$ cat config.mk
export PLATFORM = sky130hd
export DESIGN_NAME = siso_arbiter_ctrl
export DESIGN_NICKNAME = d
export VERILOG_FILES = /design/src/rtl/siso_arbiter_ctrl.sv
export SDC_FILE = /design/constraint.sdc
export NUM_CORES = 1
export LEC_CHECK = 0
export BUFFER_PORTS_ARGS = -buffer_cell sky130_fd_sc_hd__clkbuf_2
export CORE_MARGIN = 2
export CORE_UTILIZATION = 35
export DETAILED_ROUTE_END_ITERATION = 12
export GPL_TIMING_DRIVEN = 0
export HOLD_SLACK_MARGIN = 0.08
export PLACE_DENSITY = 0.6
export REMOVE_ABC_BUFFERS = 1
export SKIP_LAST_GASP = 1
export SYNTH_ARGS = -nofsm -noshare
export SYNTH_HDL_FRONTEND = slang
export SYNTH_SLANG_ARGS = --single-unit
export TNS_END_PERCENT = 20
$ cat constraint.sdc
create_clock -name clk -period 1.8 [get_ports clk]
set_clock_uncertainty 0.05 [all_clocks]
set_input_delay 0.09 -clock clk [delete_from_list [all_inputs] [get_ports clk]]
set_output_delay 0.09 -clock clk [all_outputs]
set_load 0.05 [all_outputs]
$ cat src/rtl/siso_arbiter_ctrl.sv
// -----------------------------------------------------------------------------
// siso_arbiter_ctrl
//
// Shares one serial shift-out lane between two parallel-word requesters.
// A round-robin arbiter grants one requester, captures its word, and the word
// is shifted out MSB-first, one bit per clock, with framing strobes for the
// downstream SISO shift-register chain. A stall input freezes the lane.
//
// Parameters:
//   WIDTH        bits per frame (2..16)
//   CW           bit-counter width, derived from WIDTH (do not override)
//
// Ports:
//   clk          rising-edge clock
//   rst          synchronous active-high reset
//   req0/data0   requester 0 request and word (word stable while req high)
//   req1/data1   requester 1 request and word
//   stall        freezes shifting and arbitration while high
//   gnt0/gnt1    one-cycle grant pulses (registered)
//   sout         serial bit, drives the chain's d input
//   sout_valid   sout carries a frame bit this cycle
//   frame_start  pulse with the MSB of a frame
//   frame_end    pulse with the LSB of a frame
//   busy         a frame is in progress
//   owner        requester index of the current frame (valid while busy)
// -----------------------------------------------------------------------------
module siso_arbiter_ctrl #(
    parameter int WIDTH = 4,
    parameter int CW    = $clog2(WIDTH)
) (
    input  logic             clk,
    input  logic             rst,
    input  logic             req0,
    input  logic [WIDTH-1:0] data0,
    input  logic             req1,
    input  logic [WIDTH-1:0] data1,
    input  logic             stall,
    output logic             gnt0,
    output logic             gnt1,
    output logic             sout,
    output logic             sout_valid,
    output logic             frame_start,
    output logic             frame_end,
    output logic             busy,
    output logic             owner
);

    localparam logic ST_IDLE  = 1'b0;
    localparam logic ST_SHIFT = 1'b1;

    localparam logic [CW-1:0] LAST_BIT = CW'(WIDTH - 1);

    logic             state;
    logic [WIDTH-1:0] shreg;
    logic [CW-1:0]    cnt;
    logic             prio;

    logic             grant;
    logic             win_idx;
    logic [WIDTH-1:0] win_data;

    // Arbitration: a lone requester always wins; on contention the
    // round-robin pointer decides.
    // NOTE: every always_comb output gets a value on every path (here by
    // unconditional assignment), so no latch can be inferred.
    always_comb begin
        grant    = (state == ST_IDLE) && !stall && (req0 || req1);
        win_idx  = (req0 && req1) ? prio : req1;
        win_data = win_idx ? data1 : data0;
    end

    // NOTE: sequential state uses non-blocking assignments only, so every
    // register samples the pre-edge values of the others.
    always_ff @(posedge clk) begin
        // NOTE: the reset is synchronous and covers every register; there is
        // no storage array here, so nothing is left uninitialised.
        if (rst) begin
            state <= ST_IDLE;
            shreg <= '0;
            cnt   <= '0;
            prio  <= 1'b0;
            owner <= 1'b0;
            gnt0  <= 1'b0;
            gnt1  <= 1'b0;
        end else begin
            // Grants are single-cycle pulses by default.
            gnt0 <= 1'b0;
            gnt1 <= 1'b0;
            case (state)
                ST_IDLE: begin
                    if (grant) begin
                        shreg <= win_data;
                        cnt   <= '0;
                        owner <= win_idx;
                        prio  <= ~win_idx;
                        gnt0  <= ~win_idx;
                        gnt1  <= win_idx;
                        state <= ST_SHIFT;
                    end
                end
                default: begin
                    if (!stall) begin
                        // The LSB is on sout this cycle; leave shreg alone
                        // since sout is forced to 0 in IDLE anyway.
                        if (cnt == LAST_BIT) begin
                            state <= ST_IDLE;
                        end else begin
                            shreg <= {shreg[WIDTH-2:0], 1'b0};
                            cnt   <= cnt + 1'b1;
                        end
                    end
                end
            endcase
        end
    end

    assign busy        = (state == ST_SHIFT);
    assign sout        = busy ? shreg[WIDTH-1] : 1'b0;
    assign sout_valid  = busy && !stall;
    assign frame_start = sout_valid && (cnt == '0);
    assign frame_end   = sout_valid && (cnt == LAST_BIT);

endmodule

======== After elaboration in Yosys (flattened, before gate mapping) ========
Index checks and enable logic that the tools add are counted.
W data, S select, Z words.
word-level totals
  bits in registers ....................... 11
  bits of input ports ..................... 13
  output and inout port bits .............. 8
  logic and storage cells ................. 42
operators by class
  add/subtract/negate cells ............... 1
  equal/unequal tests ..................... 3
  mux-type cells .......................... 15
  bitwise operators ....................... 3
  reductions and logical operators ........ 13
operator list
  cell                   number
  $mux W4                5
  $mux W2                4
  $logic_and A1 B1 Y1    6
  $mux W1                6
  $ne A2 B2 Y1 const B   2
  $not A1 Y1             3
  $reduce_and A3 Y1      1
  $reduce_or A3 Y1       1
  $add A2 B1 Y2 const B  1
  $eq A2 B2 Y1 const B   1
  $logic_not A2 Y1       1
  $reduce_and A2 Y1      1
  $reduce_bool A2 Y1     1
  $logic_not A1 Y1       1
  $logic_or A1 B1 Y1     1

======== Logic depth before layout (Yosys ltp) ========
  word-level depth ........................ 5
  depth in mapped cells ................... 5
  depth with buffers taken out ............ 4

======== Least setup slack after synthesis ========
OpenSTA, ideal clock, no wires.
  kind .................................... reg-to-reg
  start point ............................. reg state, in the netlist busy
  end point ............................... reg state, in the netlist busy
  setup time .............................. 141 ps
  arrival time ............................ 2255 ps
  required time ........................... 1609 ps
  path slack .............................. -646 ps
  stages on the path, launching flop included .. 5
  buffers on the path ..................... 1
  period minus slack after synthesis ...... 2446 ps
  path through ............................ dfxtp_1 -> buf_6 -> nor2b_1 -> and2_1 -> nor3_1
on the way
  word-level cells in the longest chain between the ends .. 5
ends and longest elaborated chain
  what                               RTL line  text
  start: declaration                 53        logic state;
  start signal: assignment           78        state <= ST_IDLE;
  start signal: assignment           98        state <= ST_SHIFT;
  start signal: assignment           106       state <= ST_IDLE;
  $not A1 Y1 (no line)               n/a
  $logic_and A1 B1 Y1 (2 in series)  67        grant = (state == ST_IDLE) && !stall && (req0 || req1);
  $mux W1                            91        if (grant) begin
  $mux W1 *                          89        case (state)
Every way passes the cells marked *; elsewhere a longest branch is shown, timed or not.
A chain may end at the register's enable or synchronous reset.

======== Worst setup path in the final report ========
  start point ............................. reg state, in the netlist busy
  end point ............................... out frame_end
on the way
  word-level cells in the longest chain between the ends .. 2
ends and longest elaborated chain
  what                 RTL line  text
  $logic_and A1 B1 Y1  119       assign sout_valid = busy && !stall;
  $logic_and A1 B1 Y1  121       assign frame_end = sout_valid && (cnt == LAST_BIT);
  end: declaration     43        output logic frame_end,
No other way between the ends.

==> summary.txt <==
status: complete, no violations
First DRT Iteration DRCs: 1
sequential-to-total area share from yosys stat: 34.2%
DRC violations left: 0
Seq cells post-synth: 11
Layout fillers: 190
ys flop type: dfxtp_1
Cell variety after synth: 23
final net count: 113
P_leak: 0.336 nW
Required @ worst endpoint: 1660 ps
1st-pass router iterations: 3
Fmax: 597 MHz
Placer Congestion: 0.674
Worst-Margin Slew: 738 ps
Buffers & Inverters on Critical Path: 1
final antenna-violating net count: 0
fin crit period: 1680 ps
worst-path maximum fanout: 18
Synth async-reset ratio: 0%
Num CTS Buffers: 3
Post-CTS Setup Inserts: 0
die height: 46.9 um
Hold Slack: 97.7 ps
Non-Filler Instances: 122
worst slack at placement: -13.5 ps
Post-synth EDFFs: 0
Slowest-stage cell, CP: dfxtp_2
Synth Area per Inst: 8.46 um^2
initial antenna violation count: 0
Ant. Diodes: 0
RSZ-0062 raised after global routing: no
IO Port Bufs: 20
Die X: 46.9 um
post-synthesis compound-gate area fraction: 28.2%
Post-Synth Simple-Gate Area: 28.4%
Yosys warnings: 0
post-route cell area: 791 um^2
Initial Util: 37.2%
largest net degree at the start of global routing: 19
final setup violation count: 0
pwr dens: 717 nW/um^2
overall routing resource usage: 13.9%
vias after detailed routing: 622
area grow syn2layout: 23.0%
critical path cell sequence: nor2b_1 > and2_1 > clkbuf_2
cell count after synthesis: 76
Placed Cells: 117
CTS Buffer Depth: 2
Root Driver: clkbuf_4
Syn Std Cell Area: 643 um^2
mux cell area share after synthesis: 0%
HP Class: in -> reg
largest family of logic cells by synthesized area: simple AND/OR/NAND/NOR gates
Setup crit end kind: primary output
DIE AREA: 2200 um^2
core area: 1730 um^2
Fin Setup TNS: 0 ps
H-tree depth: 1
peak supply drop: 0.514 mV
share of cells above drive strength 1: 32.0%
# rows: 15
post-synth top area share: 34.2%
CTS tree: yes
Pins Over Slew Limit: 0
kind of critical path: reg -> out
Final Hold Viols: 0
clock insertion delay at the later pin of the skew report: 270 ps
Post-DP HPWL: 950 um
commonest non-fill, non-tap cell in the layout: clkbuf_2
placed cell areas: 752 um^2
Slew headroom: 50.4%
delay of the slowest critical-path stage: 510 ps
XOR/XNOR Fraction of Synth Area: 0%
total wire length: 1390 um
first-pass GRT wire length: 2190 um
Via density: 5.10
CP delay by family, top: flip-flops
I/O pins: 21
max-cap violations: 0
grt ovf: 0
Adder-Cell Fraction of Synth Area: 3.89%
clock sinks: 11
vias in the first global route: 501
Area contributors post-synth: dfxtp_1 34%, nor2b_1 8.8%, o31ai_2 5.8%
Yosys top cell by area: dfxtp_1
period utilisation layout: 93.1%
worst endpoint data arrival time: 1540 ps
Worst-path clk slew: 80 ps
most frequent cells in the layout: 20 x clkbuf_2, 10 x dfxtp_1, 9 x nor2b_1
Setup WS post-layout: 124 ps
routed wire length per instance: 11.4 um
startpoint type of the worst setup path: flip-flop
final cells by class:
type / count / area [um^2] / area share (%)
clock buffer: 3 / 22.5 / 2.85
tap: 25 / 31.3 / 3.96
clock inverter: 1 / 5.00 / 0.633
inverter: 3 / 11.3 / 1.42
timing repair buffer: 21 / 110 / 13.9
multi-input combinational: 58 / 389 / 49.2
sequential: 11 / 221 / 28.0
cell usage after synthesis, types with 4 or more instances:
master,instances
dfxtp_1,11
nor2b_1,9
a21oi_1,6
o21ai_0,6
nor3_1,4
layer usage:
metal / vias up / GRT usage (%) / wire length [um]
met3: 2 / 6.15 / 96
li1: 321 / - / -
met1: 281 / 17.2 / 661
met2: 18 / 23.0 / 620
met5: - / 0 / 0
met4: 0 / 1.67 / 8
sequential cells by signal, summed over array words and instances (netlist names):
name and flops:
owner 1, busy 1, shreg 4, prio 1, gnt1 1, cnt 2
gnt0 1
where the power goes:
part	switching (mW)	internal [mW]	leakage, nW
combinational	0.0759	0.0480	0.228
clock	0.0885	0.0823	0.0177
sequential	0.0142	0.258	0.0904
through the flow:
stage	util (%)	power [mW]
floorplan	-	0.358
global placement	43.6	0.400
detailed placement	43.6	0.400
CTS	45.8	0.574
global route	45.8	0.598
finish	45.8	0.567
worst paths after layout:
kind             from  cells after the start         to  slack (ps)
max              busy                      3  frame_end         120
min reg2reg    cnt[0]                      2     cnt[0]         460
max reg2reg    cnt[0]                      4   shreg[3]         150
min          data1[0]                      4   shreg[0]         100
logic make-up (layout without fill, tap and decap cells):
| family | Yosys count | after routing |
|---|---|---|
| compound gates | 25 | 25 |
| fa+ha+maj | 2 | 2 |
| buf+inv | 7 | 28 |
| flops | 11 | 11 |
| simple gates | 31 | 31 |
worst min-delay path, cell delays in order:
cell	delay [ps]
clkbuf_2	80
nand2_1	50
a21o_1	110
o31ai_1	50
repair_timing:
item                                   4_1_cts  5_1_grt
endpoints found under the hold margin        1        0
hold buffers                                 1        0
resized for setup                            1        0
setup endpoints to repair                    5        0
Note: power is estimated with default switching activity, not from simulation.
